File: config.mk
export PLATFORM = sky130hd
export DESIGN_NAME = alien_grid_renderer
export DESIGN_NICKNAME = d
export VERILOG_FILES = /design/src/rtl/alien_grid_renderer.sv
export SDC_FILE = /design/constraint.sdc
export NUM_CORES = 1
export LEC_CHECK = 0
export CORE_MARGIN = 2
export CORE_UTILIZATION = 57
export DETAILED_ROUTE_END_ITERATION = 6
export HOLD_SLACK_MARGIN = 0.03
export PLACE_DENSITY = 0.81
export SYNTH_ARGS = -nofsm -noshare
export SYNTH_HDL_FRONTEND = slang
export SYNTH_SLANG_ARGS = --single-unit
File: constraint.sdc
create_clock -name iVGA_CLK -period 5.55 [get_ports iVGA_CLK]
set_input_delay 1.11 -clock iVGA_CLK [delete_from_list [all_inputs] [get_ports iVGA_CLK]]
set_output_delay 1.11 -clock iVGA_CLK [all_outputs]
set_load 0.01 [all_outputs]
File: src/rtl/alien_grid_renderer.sv
// Alien formation pixel source for the VGA colour path.
// Marches the grid once per N frames and tracks which aliens are alive.
module alien_grid_renderer #(
  parameter int ROWS            = 5,
  parameter int COLS            = 8,
  parameter int SX_LOG2         = 6,
  parameter int SY_LOG2         = 5,
  parameter int ALIEN_W         = 40,
  parameter int ALIEN_H         = 24,
  parameter int START_X         = 32,
  parameter int START_Y         = 48,
  parameter int STEP_X          = 4,
  parameter int STEP_Y          = 16,
  parameter int FRAMES_PER_STEP = 30,
  parameter int RIGHT_LIMIT     = 640,
  parameter int LEFT_LIMIT      = 0,
  parameter int LAND_Y          = 400,
  parameter logic [7:0] COLOR   = 8'h38
) (
  input  logic        iVGA_CLK,
  input  logic        iRST_n,
  input  logic [10:0] pixelX,
  input  logic [10:0] pixelY,
  input  logic        startOfFrame,
  input  logic        iHit_valid,
  input  logic [2:0]  iHit_row,
  input  logic [2:0]  iHit_col,
  output logic [7:0]  bgr_data_8,
  output logic        oDraw,
  output logic [10:0] oGridX,
  output logic [10:0] oGridY,
  output logic [5:0]  oAliveCount,
  output logic        oLanded,
  output logic        oAllDead
);

  localparam int N      = ROWS * COLS;
  localparam int GRID_W = (COLS - 1) * (2 ** SX_LOG2) + ALIEN_W;
  localparam int GRID_H = (ROWS - 1) * (2 ** SY_LOG2) + ALIEN_H;
  localparam logic [11:0] MASK_X = 12'((2 ** SX_LOG2) - 1);
  localparam logic [11:0] MASK_Y = 12'((2 ** SY_LOG2) - 1);

  typedef enum logic [1:0] {
    MARCH_RIGHT,
    MARCH_LEFT,
    LANDED,
    CLEARED
  } state_t;

  state_t      state;
  logic [10:0] grid_x;
  logic [10:0] grid_y;
  logic [N-1:0] alive;
  logic [63:0] alive_ext;
  logic [15:0] frame_cnt;
  logic        sof_q;
  logic        sof_rise;
  logic        tick;

  logic [11:0] rel_x;
  logic [11:0] rel_y;
  logic [11:0] col_w;
  logic [11:0] row_w;
  logic [5:0]  idx;
  logic        hit;

  logic        right_edge;
  logic        left_edge;
  logic [10:0] y_down;
  logic        land;
  logic [5:0]  cnt_next;

  assign oGridX    = grid_x;
  assign oGridY    = grid_y;
  assign alive_ext = 64'(alive);
  assign sof_rise  = startOfFrame & ~sof_q;
  assign tick      = sof_rise &&
                     (frame_cnt == 16'(FRAMES_PER_STEP - 1));

  always_comb begin
    rel_x = {1'b0, pixelX} - {1'b0, grid_x};
    rel_y = {1'b0, pixelY} - {1'b0, grid_y};
    col_w = rel_x >> SX_LOG2;
    row_w = rel_y >> SY_LOG2;
    idx   = 6'(32'(row_w[2:0]) * COLS + 32'(col_w[2:0]));
    hit   = (pixelX < 11'd640) && (pixelY < 11'd480) &&
            (pixelX >= grid_x) && (pixelY >= grid_y) &&
            (col_w < 12'(COLS)) && (row_w < 12'(ROWS)) &&
            ((rel_x & MASK_X) < 12'(ALIEN_W)) &&
            ((rel_y & MASK_Y) < 12'(ALIEN_H)) &&
            alive_ext[idx];
  end

  always_comb begin
    right_edge = (12'(grid_x) + 12'(GRID_W) + 12'(STEP_X)) >
                 12'(RIGHT_LIMIT);
    left_edge  = 12'(grid_x) < 12'(LEFT_LIMIT + STEP_X);
    y_down     = grid_y + 11'(STEP_Y);
    land       = (12'(y_down) + 12'(GRID_H)) >= 12'(LAND_Y);
  end

  always_comb begin
    cnt_next = '0;
    for (int i = 0; i < N; i++) begin
      cnt_next = cnt_next + 6'(alive[i]);
    end
  end

  always_ff @(posedge iVGA_CLK or negedge iRST_n) begin
    if (!iRST_n) begin
      bgr_data_8 <= 8'h00;
      oDraw      <= 1'b0;
    end else begin
      bgr_data_8 <= hit ? COLOR : 8'h00;
      oDraw      <= hit;
    end
  end

  always_ff @(posedge iVGA_CLK or negedge iRST_n) begin
    if (!iRST_n) begin
      sof_q     <= 1'b0;
      frame_cnt <= '0;
    end else begin
      sof_q <= startOfFrame;
      if (sof_rise) begin
        frame_cnt <= tick ? '0 : frame_cnt + 16'd1;
      end
    end
  end

  always_ff @(posedge iVGA_CLK or negedge iRST_n) begin
    if (!iRST_n) begin
      alive       <= '1;
      oAliveCount <= 6'(N);
    end else begin
      oAliveCount <= cnt_next;
      for (int r = 0; r < ROWS; r++) begin
        for (int c = 0; c < COLS; c++) begin
          if (iHit_valid && iHit_row == 3'(r) &&
              iHit_col == 3'(c)) begin
            alive[r * COLS + c] <= 1'b0;
          end
        end
      end
    end
  end

  // Grid only moves on a frame tick, i.e. during blanking.
  always_ff @(posedge iVGA_CLK or negedge iRST_n) begin
    if (!iRST_n) begin
      state    <= MARCH_RIGHT;
      grid_x   <= 11'(START_X);
      grid_y   <= 11'(START_Y);
      oLanded  <= 1'b0;
      oAllDead <= 1'b0;
    end else if (alive == '0) begin
      state    <= CLEARED;
      oAllDead <= 1'b1;
      oLanded  <= 1'b0;
    end else if (tick) begin
      unique case (state)
        MARCH_RIGHT: begin
          if (right_edge) begin
            grid_y  <= y_down;
            state   <= land ? LANDED : MARCH_LEFT;
            oLanded <= land;
          end else begin
            grid_x <= grid_x + 11'(STEP_X);
          end
        end
        MARCH_LEFT: begin
          if (left_edge) begin
            grid_y  <= y_down;
            state   <= land ? LANDED : MARCH_RIGHT;
            oLanded <= land;
          end else begin
            grid_x <= grid_x - 11'(STEP_X);
          end
        end
        default: ;
      endcase
    end
  end

endmodule

# Word-level counts from Yosys, hierarchy flattened
# Index checks and enable logic that the tools add are counted.
[word_totals] output_inout_bits=39 in_bits=32 elab_cells=219 reg_bits=96
[op_classes] n_reduce_logical=64 addsub=49 n_mux=22 order_cmp=12 bitwise_logic=3 n_eq_ne=19
[ops] op="$add 6x1->6" count=34
[ops] op="$logic_and 1x1->1" count=54
[ops] op="$mux 11" count=4
[ops] op="$pmux 11 s2" count=2
[ops] op="$logic_not 40->1" count=1
[ops] op="$sub 11x11->12" count=2
[ops] op="$ge 11x11->1" count=2
[ops] op="$add 16x1->16 const B" count=1
[ops] op="$eq 16x5->1 const B" count=1
[ops] op="$mux 16" count=1
[ops] op="$eq 3x3->1 const B" count=5
[ops] op="$add 11x8->12 const B" count=1
[ops] op="$add 11x9->12 const B" count=1
[ops] op="$add 12x3->12 const B" count=1
[ops] op="$eq 3x2->1 const B" count=4
[ops] op="$ge 12x9->1 const B" count=1
[ops] op="$gt 12x10->1 const B" count=1
[ops] op="$mux 2" count=6
[ops] op="$add 11x3->11 const B" count=1
[ops] op="$add 11x5->11 const B" count=1
[ops] op="$lt 11x10->1 const B" count=1
[ops] op="$lt 11x3->1 const B" count=1
[ops] op="$lt 11x9->1 const B" count=1
[ops] op="$sub 11x3->11 const B" count=1
[ops] op="28 further kinds" count=41

# Logic depth before layout (Yosys ltp)
[depth] ltp_word=39 ltp_mapped=19 depth_no_buf=19

# Worst setup path before layout
# OpenSTA, ideal clock, no wires.
[synth_timing] path_type="register to register" start="register alive[11]" end="register oAliveCount[4]" arrival_ns=5.065 stages_incl_launch_ff=18 setup_ns=0.080 slack_ns=0.405 cell_sequence="dfstp_2 inv_1 fa_1 inv_1 fa_1 inv_1 fa_1 inv_1 fa_1 fa_1 fa_1 inv_1 fa_1 inv_1 fa_1 a21o_1 a21oi_1 xnor2_1"
[synth_between] elab_chain_len=29
[synth_rtl] item="from (decl)" line="53" rtl="logic [N-1:0] alive;"
[synth_rtl] item="from (signal assigned)" line="133" rtl="alive <= '1;"
[synth_rtl] item="from (signal, indexed assignment)" line="141" rtl="alive[r * COLS + c] <= 1'b0;"
[synth_rtl] item="$add 6x1->6 (29 in a row)" line="105" rtl="cnt_next = cnt_next + 6'(alive[i]);"
[synth_rtl] item="named net cnt_next[4]" line="71" rtl="logic [5:0] cnt_next;"
[synth_rtl] item="to (signal assigned)" line="134" rtl="oAliveCount <= 6'(N);"
[synth_rtl] item="to (signal assigned)" line="136" rtl="oAliveCount <= cnt_next;"
[synth_rtl] item="to (decl)" line="32" rtl="output logic [5:0] oAliveCount,"
# The timed path passes the listed nets, and every way through them passes these cells.
# A chain may end at the register's enable or synchronous reset.

# Worst setup path in the final report
# Same ends and word-level chain as after synthesis.

==> flow_results.org <==
** Run status
- The run finished with clean final reports.

** Worst setup path
- Category of the worst setup path launch point :: register
- For flop-to-flop paths, the worst setup slack is 0.16 ns.
- STA puts the critical path data required time at 5.85 ns.
- Critical-path cell with the highest stage delay :: dfstp_2
- Ordered cell list for the critical path :: inv_1 -> fa_1 -> inv_1 -> fa_1 -> inv_1 -> fa_1 -> fa_1 -> fa_1 -> fa_1 -> fa_1 -> inv_1 -> ha_1 -> fa_1 -> a21o_1 -> a21oi_1 -> xnor2_1
- Counting both buffers and inverters, the worst setup path holds a total of 4.
- The largest single stage delay on the critical path is 0.56 ns.
- Top delay family on crit path :: adder cells
- The worst setup path is of the reg2reg kind.
- Peak fanout along the critical path :: 3
- Most frequent cell on the critical path :: fa_1
- Crit end category :: register
- Data arrives at the worst endpoint at 5.70 ns.

** Synth
- The synthesized design contains 84 register bits.
- The most used flip-flop cell after synthesis is dfstp_2.
- Summing the sequential cell areas from Yosys gives 34.8% of the chip area.
- Synthesis handed over a netlist of 619 instances.
- After synthesis, the share of flip-flops with an asynchronous set or reset is 100%.
- By area the synthesized netlist is led by dfstp_2 19%, dfrtp_1 16%, fa_1 11%.
- Synth Cell Area :: 0.00621 mm²
- Top cell type's share of synthesized area :: 19.1%
- Synth warn :: 0
- Synth unique cells :: 74
- In this run the mean area of a mapped cell was 10.0 µm².
- The commonest cells after synthesis are 84 x inv_1, 63 x nor2_1, 45 x dfstp_2.
- Counting flops with a built-in enable in the synthesized netlist gives 0.
- In the post-synthesis netlist, the cell with the most instances is inv_1.
- Post-synth top area cell :: dfstp_2

** Clocking
- TritonCTS built the clock tree.
- Number of H-tree levels :: 3
- After clock tree synthesis, the clock-pin slew on the worst setup and hold paths is 0.09 ns.
- In this run, post-CTS hold repair placed 0 buffers.
- Clock insertion delay at the later pin of the skew report :: 0.38 ns
- Root cell of the clock tree :: clkbuf_8
- After clock tree synthesis, the setup repair step added 0 buffers.
- Cts bufs inserted :: 9
- Sinks on Clock Net :: 84
- Clock buffer depth :: 2
- Count of cells resized by post-cts repair :: 0

** Finish
- The post-route netlist has 13.3% of its cells at a drive strength greater than 1.
- The finished cells cover 0.00703 mm².
- At the end of the flow, the number of nets in the layout was 773.
- The repair_antennas step left the layout with diodes totalling 0.
- Relative to the synthesized area, the layout overhead comes to 13.2%.
- Excluding fillers, the count of instances in the completed layout stands at 818.
- Once layout is complete, the utilization of the core stands at 65.4%.

** Route
- Routed Antenna Nets :: 0
- For this run, design rule violations remaining after detail routing come to 0.
- Number of vias after detailed routing :: 4865
- In the final routed layout, each cell accounts on average for 17.4 µm.
- DRT Wirelength :: 14200 µm
- Detailed Route Iter0 Violations :: 499
- Detail-routed via count per cell :: 5.95
- The pre-antenna-repair detailed-routing pass consisted of 7 iterations.

** STA
- Worst-case clock skew :: 0.0107 ns
- Final-report hold violation count :: 0
- In the post-route analysis, the smallest setup slack over all paths is 0.155 ns.
- Setup repair after global routing missed its margin :: no
- For the pin with the worst max-slew slack, the measured transition is 1.02 ns.
- Worst-case headroom to the max-slew limit :: 32.0%
- The tightest hold path in the finished design has a slack of 0.481 ns.
- The number of max-slew violations in the final report is 0.
- Crit path time final :: 5.39 ns
- Based on the critical path, the design can be clocked at up to 0.185 GHz.
- Dividing the final minimum period by the clock period gives 97.2%.
- For the final routed database, the setup TNS stands at 0 ns.
- Setup violations remaining at the end of the flow were counted as 0.

** Job
- Across the run, the number of max-cap violations was 0.

** Placed design
- Pre-CTS worst setup slack :: 0.159 ns
- Post-Place Cell Area :: 0.00682 mm²
- Dpl hpwl :: 11100 µm
- RePlAce Congestion :: 1.00
- Number of buffers inserted by port buffering :: 56
- Including well taps, the total number of placed cells is 802.

** Power
- Worst supply voltage drop on vdd :: 2.74 mV
- Power Total :: 4.43 mW
- Static Leak :: 3.07 nW
- Dividing total power by cell area gives a power density of 631 mW/mm².

** Floorplanning
- Floorplan die width :: 108 µm
- Once the floorplan was initialized, standard cells occupied 57.8% of the core.
- Die boundary height :: 108 µm
- Row cnt :: 38
- In this run the standard cell core region covers 0.0107 mm².
- 71 I/O pins were placed.
- The floorplan step defined a die boundary enclosing 0.0117 mm².

** Global routing
- The initial antenna violation count was 0.
- Global-route total usage across every layer :: 26.3%
- The via count of the first global-routing pass is 4869.
- The first global-routing pass estimated 23600 µm of wire.
- Overflow left after global routing :: 0
- Entering global routing, the biggest net connects 49 pins.

** Min path
- The min-delay analysis places its worst path in the category reg2reg.
-- report_power, final --
group	total, mW	leakage (nW)	switching (mW)	internal [mW]
clock	0.456	0.0923	0.246	0.210
combinational	3.09	2.02	1.60	1.49
sequential	0.880	0.961	0.0610	0.819
total	4.43	3.07	1.91	2.52
-- logic make-up (layout without fill, tap and decap cells) --
logic type	Yosys count	count (layout)	share of synthesized area, %
XOR/XNOR	37	37	5.34
multiplexers	18	18	5.56
adder cells (fa/ha/maj)	68	68	17.7
AO/OA/AOI/OAI	93	93	11.0
flip-flops	84	84	34.8
AND/OR/NAND/NOR	208	208	17.7
buffers and inverters	110	159	7.80
other	1	11	0.0604
-- registers in the layout, indices dropped and copies added (netlist names) --
signal,count
oGridX,9
oLanded,1
oAllDead,1
bgr_data_8,1
state,2
oAliveCount,6
alive,40
sof_q,1
oGridY,7
frame_cnt,16
-- final timing paths --
check,startpoint,end,depth (start not counted)
max in group asynchronous,iRST_n,frame_cnt[12],2
worst max-delay path,alive[11],oAliveCount[4],16
worst min-delay path,oAllDead,oAllDead,1
worst max register to register,alive[11],oAliveCount[4],16
worst min register to register,oAllDead,oAllDead,1
min in group asynchronous,iRST_n,oAliveCount[0],1
-- final cells by class --
class,count,area [µm²]
sequential,84,2160
fill,848,3720
inverter,86,323
clock buffer,9,124
clock inverter,7,75.1
multi-input combinational,435,3600
tap,140,175
timing repair buffer,57,566
-- metal layers --
| metal | up-vias | global-route usage [%] | part of all wire [%] |
|---|---|---|---|
| met2 | 218 | 42.1 | 48 |
| met3 | 41 | 6.03 | 8.4 |
| met1 | 2383 | 34.9 | 41 |
| met5 | - | 0 | 0 |
| li1 | 2223 | - | - |
| met4 | 0 | 10.8 | 2.8 |
-- cell usage in the layout, fill, tap and decap left out, types with 8 or more instances in the layout --
| cell type | instances |
|---|---|
| a21boi_0 | 8 |
| a21oi_1 | 20 |
| clkbuf_8 | 9 |
| clkdlybuf4s50_1 | 55 |
| conb_1 | 11 |
| dfrtp_1 | 39 |
| dfstp_2 | 45 |
| fa_1 | 33 |
| ha_1 | 35 |
| inv_1 | 84 |
| nand2_1 | 23 |
| nand3_1 | 20 |
| nand4_1 | 12 |
| nor2_1 | 63 |
| nor3_1 | 16 |
| nor4_1 | 14 |
| o21ai_0 | 15 |
| xnor2_1 | 25 |
| xor2_1 | 11 |
-- worst reg2reg max path, stage by stage, from the launching register on --
cell,delay (ns)
dfstp_2,0.56
inv_1,0.07
fa_1,0.54
inv_1,0.06
fa_1,0.48
inv_1,0.05
fa_1,0.46
fa_1,0.49
fa_1,0.55
fa_1,0.43
fa_1,0.49
inv_1,0.04
ha_1,0.22
fa_1,0.41
a21o_1,0.17
a21oi_1,0.17
xnor2_1,0.13
(Power assumes the default switching activity.)
==> edit, RTL diff (same settings) <==
Make the reset (`iRST_n`) synchronous in 4 clocked blocks.
--- a/src/rtl/alien_grid_renderer.sv
+++ b/src/rtl/alien_grid_renderer.sv
@@ -106,7 +106,7 @@
     end
   end
 
-  always_ff @(posedge iVGA_CLK or negedge iRST_n) begin
+  always_ff @(posedge iVGA_CLK) begin
     if (!iRST_n) begin
       bgr_data_8 <= 8'h00;
       oDraw      <= 1'b0;
@@ -116,7 +116,7 @@
     end
   end
 
-  always_ff @(posedge iVGA_CLK or negedge iRST_n) begin
+  always_ff @(posedge iVGA_CLK) begin
     if (!iRST_n) begin
       sof_q     <= 1'b0;
       frame_cnt <= '0;
@@ -128,7 +128,7 @@
     end
   end
 
-  always_ff @(posedge iVGA_CLK or negedge iRST_n) begin
+  always_ff @(posedge iVGA_CLK) begin
     if (!iRST_n) begin
       alive       <= '1;
       oAliveCount <= 6'(N);
@@ -146,7 +146,7 @@
   end
 
   // Grid only moves on a frame tick, i.e. during blanking.
-  always_ff @(posedge iVGA_CLK or negedge iRST_n) begin
+  always_ff @(posedge iVGA_CLK) begin
     if (!iRST_n) begin
       state    <= MARCH_RIGHT;
       grid_x   <= 11'(START_X);
Check against the original RTL: differs if iRST_n is asserted again (counterexample within 4 cycles, from zero or initial values and one cycle with iRST_n low); with iRST_n held inactive, the same outputs for 4 cycles.
==> edit against the original RTL <==
- highest routed layer unchanged
- synthesized area fell by 2.2%
- critical endpoint is now oAliveCount[5]$_SDFF_PN1_
- final area shrank 3.1%
- worst setup slack better by 76 ps
- sequential cell count unchanged
- routed wire length increased by 3.8%
- critical path type unchanged
- synthesized cell count up 16%
Power is left out: it rests on default switching activity, and per cell area and clock period it moved more than threefold.
==> edit: results (changes against the original RTL) <==
| Metric | Value |
|---|---|
| DP HPWL | 11,200 um (was 11,100 um) |
| Metal3 WL | 846 um (was 1190 um) |
| Vias in the first global route | 5,336 (was 4,869) |
| Met3 usage | 0.0456 (was 0.0603) |
| Gr usage total | 0.280 (was 0.263) |
| Layout cell share with drive strength beyond 1 | 0.0508 (was 0.133) |
| Synth Instances | 721 (was 619) |
| Detailed-route via count | 5,366 (was 4,865) |
| Distinct cells, synth | 73 (was 74) |
| DP Cell Count | 888 (was 802) |
| Post-layout util | 0.660 (was 0.654) |
| RD Place Congestion | 0.941 (was 1.00) |
| Post-Route M1 WL | 6280 um (was 5830 um) |
| DR WL/cell | 16.4 um (was 17.4 um) |
| CP arrival | 5550 ps (was 5700 ps) |
| Outcome | finished clean (unchanged) |
| Met2 Resource Use GR | 0.471 (was 0.421) |
| Filler cells | 885 (was 848) |
| Largest net degree at the start of global routing | 57 (was 49) |
| Sequential share of the synthesized area | 0.277 (was 0.348) |
| Synth cell count leaders | dfxtp_1, nand2_1, inv_1, o21ai_0, nor2_1 (was inv_1, nor2_1, dfstp_2, dfrtp_1, ha_1) |
| Most used DFF post-synth | dfxtp_1 (was dfstp_2) |
| Pre-CTS WS | 160 ps (was 159 ps) |
| Async SR Flop Fraction | 0 (was 1.00) |
| Met1 Usage GRT | 0.348 (was 0.349) |
| Synth area leaders | dfxtp_1, fa_1, ha_1 (was dfstp_2, dfrtp_1, fa_1) |
| Slew headroom | 0.110 (was 0.320) |
| Fin cells | 904 (was 818) |
| CP max-delay cell | fa_2 (was dfstp_2) |
| Hold_sp | alive[1]$_SDFFE_PN1P_ (was oAllDead$_DFFE_PN0P_) |
| Placed cell area | 6620 sq um (was 6820 sq um) |
| Worst clock skew | 10.3 ps (was 10.7 ps) |
| First-pass GRT wire length | 25,400 um (was 23,600 um) |
| Largest stage delay on the critical path | 590 ps (was 560 ps) |
[edit: cell type report]
cell class,count,area share
clock inverter,3,0.00312
clock buffer,13,0.0233
tap,136,0.0250
sequential,84,0.247
multi-input combinational,543,0.581
inverter,67,0.0369
timing repair buffer,58,0.0838
[edit: cell families (layout without fill, tap and decap cells)]
group / after synthesis / in the layout / share of synthesized area
fa+ha+maj: 68 / 68 / 0.181
mux: 16 / 16 / 0.0348
buf+inv: 104 / 141 / 0.0786
xor+xnor: 23 / 23 / 0.0332
flops: 84 / 84 / 0.277
simple gates: 255 / 255 / 0.209
compound gates: 170 / 170 / 0.186
other cells: 1 / 11 / 0.000618
[edit: final timing paths]
check,end,slack [ps],cells after the start
min reg2reg,alive[1]$_SDFFE_PN1P_,480,2
min,alive[1]$_SDFFE_PN1P_,480,2
max,oAliveCount[5]$_SDFF_PN1_,230,17
max reg2reg,oAliveCount[5]$_SDFF_PN1_,230,17
